===== config.mk =====
export PLATFORM = sky130hd
export DESIGN_NAME = lose_overlay_compositor
export DESIGN_NICKNAME = d
export VERILOG_FILES = /design/src/rtl/lose_overlay_compositor.sv
export SDC_FILE = /design/constraint.sdc
export NUM_CORES = 1
export LEC_CHECK = 0
export ABC_AREA = 0
export CORE_AREA = 2 2 99 101
export DETAILED_ROUTE_END_ITERATION = 10
export DIE_AREA = 0 0 101 103
export PLACE_DENSITY = 0.85
export SYNTH_ARGS = -nofsm -noshare
export SYNTH_HDL_FRONTEND = slang
export SYNTH_SLANG_ARGS = --single-unit

===== constraint.sdc =====
create_clock -name Clk -period 17.1 [get_ports Clk]
set_input_delay 2.565 -clock Clk [delete_from_list [all_inputs] [get_ports Clk]]
set_output_delay 2.565 -clock Clk [all_outputs]
set_load 0.05 [all_outputs]

===== src/rtl/lose_overlay_compositor.sv =====
// Composites the "game lost" overlay over the background pixel stream and animates its slide-in.
// Optional colour keying of KEY_RGB is compiled in with LOSE_OVERLAY_KEY_EN.
module lose_overlay_compositor #(
  parameter int IMG_W      = 390,
  parameter int IMG_H      = 195,
  parameter int ORIGIN_X   = 125,
  parameter int REST_Y     = 142,
  parameter int SLIDE_STEP = 4
`ifdef LOSE_OVERLAY_KEY_EN
  , parameter logic [23:0] KEY_RGB = 24'hffffff
`endif
) (
  input  logic        Clk,
  input  logic        Reset_n,
  input  logic        show,
  input  logic        frame_start,
  input  logic [9:0]  DrawX,
  input  logic [9:0]  DrawY,
  input  logic [23:0] bg_rgb,
  output logic [16:0] rom_addr,
  input  logic [23:0] rom_data,
  output logic [23:0] pix_rgb,
  output logic        at_rest
);

  localparam logic signed [10:0] HIDE_Y  = 11'(-IMG_H);
  localparam logic signed [10:0] REST_S  = 11'(REST_Y);
  localparam logic signed [10:0] STEP_S  = 11'(SLIDE_STEP);
  localparam logic signed [11:0] IMG_H_S = 12'(IMG_H);
  localparam logic signed [10:0] IMG_W_S = 11'(IMG_W);
  localparam logic [10:0]        ORG_X   = 11'(ORIGIN_X);
  localparam logic [16:0]        IMG_W_A = 17'(IMG_W);

  typedef enum logic [1:0] {HIDDEN, SLIDE, HOLD} state_t;

  state_t             state_q;
  logic signed [10:0] cur_y_q;
  logic signed [10:0] cur_y_d;
  logic               at_rest_q;

  assign cur_y_d = cur_y_q + STEP_S;

  // Dropping show wins over a coincident frame_start.
  always_ff @(posedge Clk or negedge Reset_n) begin
    if (!Reset_n) begin
      state_q   <= HIDDEN;
      cur_y_q   <= HIDE_Y;
      at_rest_q <= 1'b0;
    end else if (!show) begin
      state_q   <= HIDDEN;
      cur_y_q   <= HIDE_Y;
      at_rest_q <= 1'b0;
    end else if (frame_start) begin
      case (state_q)
        HIDDEN: state_q <= SLIDE;
        SLIDE: begin
          if (cur_y_d >= REST_S) begin
            cur_y_q   <= REST_S;
            state_q   <= HOLD;
            at_rest_q <= 1'b1;
          end else begin
            cur_y_q <= cur_y_d;
          end
        end
        default: ;
      endcase
    end
  end

  // One extra bit on row keeps large DrawY minus a negative cur_y from wrapping.
  logic signed [11:0] row_s;
  logic signed [10:0] col_s;
  logic               in_win;

  assign row_s  = $signed({2'b00, DrawY}) - $signed({cur_y_q[10], cur_y_q});
  assign col_s  = $signed({1'b0, DrawX} - ORG_X);
  assign in_win = (state_q != HIDDEN) && !row_s[11] && (row_s < IMG_H_S)
                  && !col_s[10] && (col_s < IMG_W_S);

  assign rom_addr = in_win ? ({6'b0, row_s[10:0]} * IMG_W_A + {7'b0, col_s[9:0]}) : 17'd0;

  logic        in_win_q;
  logic [23:0] bg_q;
  logic [23:0] pix_q;
  logic [23:0] pix_d;

  always_comb begin
    pix_d = bg_q;
`ifdef LOSE_OVERLAY_KEY_EN
    if (in_win_q && (rom_data != KEY_RGB)) pix_d = rom_data;
`else
    if (in_win_q) pix_d = rom_data;
`endif
  end

  always_ff @(posedge Clk or negedge Reset_n) begin
    if (!Reset_n) begin
      in_win_q <= 1'b0;
      bg_q     <= 24'd0;
      pix_q    <= 24'd0;
    end else begin
      in_win_q <= in_win;
      bg_q     <= bg_rgb;
      pix_q    <= pix_d;
    end
  end

  assign pix_rgb = pix_q;
  assign at_rest = at_rest_q;

endmodule


# Yosys cells after proc, flatten, opt, wreduce, memory -nomap -nowiden
# Index checks and enable logic that the tools add are counted.
dict set report classes {
  n_reduce_logical 11
  magnitude_cmp 3
  multipliers 1
  eq_ne 6
  add_sub_neg 4
  muxes 14
}
# operator count
set op_table {}
lappend op_table {{$mux 11} 4}
lappend op_table {{$mux 24} 1}
lappend op_table {{$add 17x10->17} 1}
lappend op_table {{$mux 17} 1}
lappend op_table {{$mul 11x8->16 const B} 1}
lappend op_table {{$lt 12x9->1 const B} 1}
lappend op_table {{$sub 11x11->12} 1}
lappend op_table {{$add 11x4->11 const B} 1}
lappend op_table {{$ge 11x9->1 const B} 1}
lappend op_table {{$lt 11x10->1 const B} 1}
lappend op_table {{$sub 10x7->11 const B} 1}
lappend op_table {{$mux 2} 3}
lappend op_table {{$ne 2x1->1 const B} 3}
lappend op_table {{$reduce_and 3->1} 2}
lappend op_table {{$logic_and 1x1->1} 4}
lappend op_table {{$mux 1} 4}
lappend op_table {{$pmux 2 s2} 1}
lappend op_table {{$ne 3x1->1 const B} 1}
lappend op_table {{$ne 3x3->1 const B} 1}
lappend op_table {{$eq 2x1->1 const B} 1}
lappend op_table {{$logic_not 1->1} 2}
lappend op_table {{$logic_not 2->1} 1}
lappend op_table {{$reduce_and 2->1} 1}
lappend op_table {{$reduce_bool 2->1} 1}
dict set report word_totals {
  inputBits 72
  wordCells 45
  ff_bits 63
  output_inout_bits 42
}

# Longest topological paths before layout
dict set report depth {
  depth_word 7
  mapped_depth 22
  depth_no_buf 22
}

# Least setup slack after synthesis
# Ideal clock, no wire load.
dict set report synth_path {
  path_type {input-to-output}
  startpoint {input DrawY[0]}
  endpoint {output rom_addr[16]}
  n_path_buf 0
  required_time_ns 14.535
  path_slack_ns 6.767
  stages 22
  arrival_ns 7.768
  path_cell_list {inv_1 ha_1 inv_1 fa_1 a211o_1 o2111ai_1 a311o_1 nor4b_2 nor3_2 ha_1 fa_1 inv_1 fa_1 inv_1 ha_1 or4_4 a21oi_4 nor3_2 nor4_4 and4b_1 a21oi_1 nor3b_2}
}
dict set report synth_via {
  elab_chain_len 7
  elab_cells_between_ends 10
  cone_classes {2 x add/sub; 1 x mul; 1 x order compare; 1 x mux; 5 x reduce/logical}
}
# item line_no
set synth_lines {}
lappend synth_lines {{start, declared} 18} ;# input logic [9:0] DrawY,
lappend synth_lines {{$sub 11x11->12 (*)} 75} ;# assign row_s = $signed({2'b00, DrawY}) - $signed({cur_y_q[10], cur_y_q});
lappend synth_lines {{parallel branches: the longest is 5 deep, another holds $add 17x10->17} --}
lappend synth_lines {{$mux 17 (*)} 80} ;# assign rom_addr = in_win ? ({6'b0, row_s[10:0]} * IMG_W_A + {7'b0, col_s[9:0]}) : 17'd0;
lappend synth_lines {{end, declared} 20} ;# output logic [16:0] rom_addr,
# Mark *: on every way between the ends.

# Final worst setup path
# Same ends and word-level chain as after synthesis.

==> flow_metrics.tcl <==
set metrics [dict create \
    status "finished clean" \
    grt_pass1_vias 4295 \
    critPathMaxStageDelay_ns 0.82 \
    drc_errors 0 \
    cpMostUsedCell "inv_1" \
    most-common-layout-cells "clkdlybuf4s50_1, ha_1, inv_1, dfrtp_1, nor2_1" \
    synthArstFlopShare_pct 100 \
    numPortBuffers 113 \
    grt_pass1_wl_mm 20.0 \
    cts_hold_buf 0 \
    cts_root_buf "clkbuf_8" \
    antenna_cells 0 \
    ys_seq_area_share_pct 31.7 \
    drt_iter0_drc 256 \
    hp-class "register to register" \
    grt.overflow.total 0 \
    coreArea_mm2 0.00946 \
    cp-start-kind "input pin" \
    fin_worst_skew_ns 0.0114 \
    worstPathMaxFanout 4 \
    setup_viol 0 \
    period_needed_ns 11.50 \
    synth_nets 663 \
    post_dp_cell_area_mm2 0.00625 \
    worstSkewPairLatency_ns 0.34 \
    cts_setup_buffers 0 \
    antenna_found_initial 0 \
    final_common_cell "clkdlybuf4s50_1" \
    syn2layout_area_growth_pct 29.7 \
    avgSynthCellArea_um2 9.75 \
    drt-total-wl_mm 12.4 \
    syn_area_mm2 0.00501 \
    crit_chain "clkdlybuf4s50_1, inv_1, ha_1, inv_1, fa_1, a211o_1, o2111ai_1, a311o_1, nor4b_2, nor3_2, ha_1, fa_1, inv_1, fa_1, inv_1, ha_1, or4_4, a21oi_4, nor3_2, nor4_4, and4b_1, a21oi_1, nor3b_2, clkdlybuf4s50_1" \
    cts.clk_slew.worst_paths_ns 0.07 \
    cts_resized 0 \
    timing_hold_violations_final 0 \
    ys_seq_elements 63 \
    cts_tree "yes" \
    hpwl_mm 9.51 \
    gp_congestion 0.975 \
    cts_sinks 63 \
    viasPerCell 5.69 \
    maxCapViolCount 0 \
    worst_ir_drop_vdd_v 0.000185 \
    cp.arrival_ns 8.93 \
    io_pins 114 \
    stdcell_area_mm2 0.00650 \
    synthFlopType "dfrtp_1" \
    dp_cells 733 \
    tightestPinTransition_ns 1.01 \
    final-instance-count-excl-fill 749 \
    drtAntennaViolNets 0 \
    die_height_um 103 \
    cts_htree_levels 3 \
    fillerInstances 686 \
    grt_max_degree 64 \
    synthDistinctLibCells 72 \
    ys_warn_count 0 \
    first_pass_iters 5 \
    cts_buffers 9 \
    wl_per_cell_um 16.6 \
    required_ns 14.53 \
    synthCells 514 \
    power.density_mw_per_mm2 178 \
    slew_violations 0 \
    synth-edff-count 0 \
    die_w_um 101 \
    critical_path_class "input pin to output pin" \
    drive_gt1_share_pct 11.5 \
    period_share_pct 67.2 \
    p_leak_nw 2.96 \
    vias 4262 \
    start_util_pct 53.0 \
    grt_setup_unrepaired "no" \
    gr-usage-all-layers_pct 24.2 \
    worst_setup_path_end_kind "output pin" \
    fin_nets 779 \
    cp_slowest_cell "clkdlybuf4s50_1" \
    max_freq_ghz 0.0870 \
    rows 36 \
    finalSetupTns_ns 0 \
    clock_path_buffers 2 \
    relSlewSlack_pct 33.0 \
    fp.dieArea_mm2 0.0104 \
]
[flip-flops by register name (all words and copies together), names as in the netlist]
name	count
pix_rgb	24
at_rest	1
in_win_q	1
bg_q	24
state_q	2
cur_y_q	11
[worst max-delay path, delay by kind of cell]
family / cells / cell delay, ns
buf+inv: 6 / 1.47
fa+ha+maj: 6 / 2.17
simple gates: 7 / 1.73
compound gates: 5 / 0.98
[cell type report]
class | instances | area, um2 | share of cell area [%]
multi-input combinational | 385 | 3170 | 48.8
clock inverter | 7 | 125 | 1.92
inverter | 57 | 214 | 3.29
tap | 114 | 143 | 2.19
timing repair buffer | 114 | 1130 | 17.4
clock buffer | 9 | 124 | 1.91
sequential | 63 | 1590 | 24.4
[worst paths after layout]
path | start | end | slack (ns) | depth (start not counted)
worst max-delay path | DrawY[0] | rom_addr[16] | 5.60 | 24
worst min-delay path | bg_q[1] | pix_rgb[1] | 0.48 | 1
worst max register to register | cur_y_q[2] | in_win_q | 13.26 | 16
worst min register to register | bg_q[1] | pix_rgb[1] | 0.48 | 1
max in group asynchronous | Reset_n | bg_q[14] | 14.21 | 2
min in group asynchronous | Reset_n | bg_q[20] | 2.37 | 2
[per-layer routing]
layer / routed length, um / track usage (%)
met5: 0 / 0
met4: 150 / 7.17
met3: 892 / 6.51
met2: 6290 / 43.2
met1: 5090 / 28.7
[per-stage QoR]
step	worst slack (ns)	hold WS, ns	utilization, %	power, mW
after floorplan	6.77	0.456	-	0.825
after global placement	5.82	0.457	66.1	0.958
after detailed placement	5.66	0.468	66.1	0.988
after CTS	5.62	0.480	68.7	1.16
after global routing	5.23	0.494	68.7	1.25
final	5.60	0.483	68.7	1.16
[cell usage after synthesis (4+ instances only)]
master	instances	area, um2
ha_1	66	826
dfrtp_1	55	1380
inv_1	55	206
nor2_1	44	165
nand2_1	30	113
mux2_2	24	270
a21oi_1	22	110
xnor2_1	22	193
o21ai_0	17	85.1
xor2_1	17	149
nand3_1	12	60.1
fa_1	11	220
dfstp_2	8	210
nor3_1	7	35.0
a21o_1	6	45.0
clkbuf_1	6	22.5
o21a_1	6	45.0
a211oi_1	5	37.5
and2_1	5	31.3
nor2b_1	5	31.3
o211ai_1	5	37.5
o21ai_1	5	25.0
nand2b_1	4	25.0
or4_1	4	30.0
[kinds of logic after synthesis]
logic type | Yosys count | share of synthesized area, %
adders and majority gates | 77 | 20.9
and+or+nand+nor | 136 | 14.1
muxes | 25 | 5.59
AOI/OAI and AO/OA | 107 | 15.6
DFF | 63 | 31.7
xor gates and xnor gates | 40 | 7.14
buffers and inverters | 66 | 5.02
[report_power, final]
| part | total [mW] | internal [mW] | leakage (nW) | switching, mW |
|---|---|---|---|---|
| sequential | 0.162 | 0.157 | 0.739 | 0.00478 |
| clock | 0.162 | 0.0989 | 0.125 | 0.0635 |
| combinational | 0.832 | 0.359 | 2.10 | 0.473 |
| total | 1.16 | 0.615 | 2.96 | 0.542 |
No activity file was read; power rests on OpenSTA's default activity.
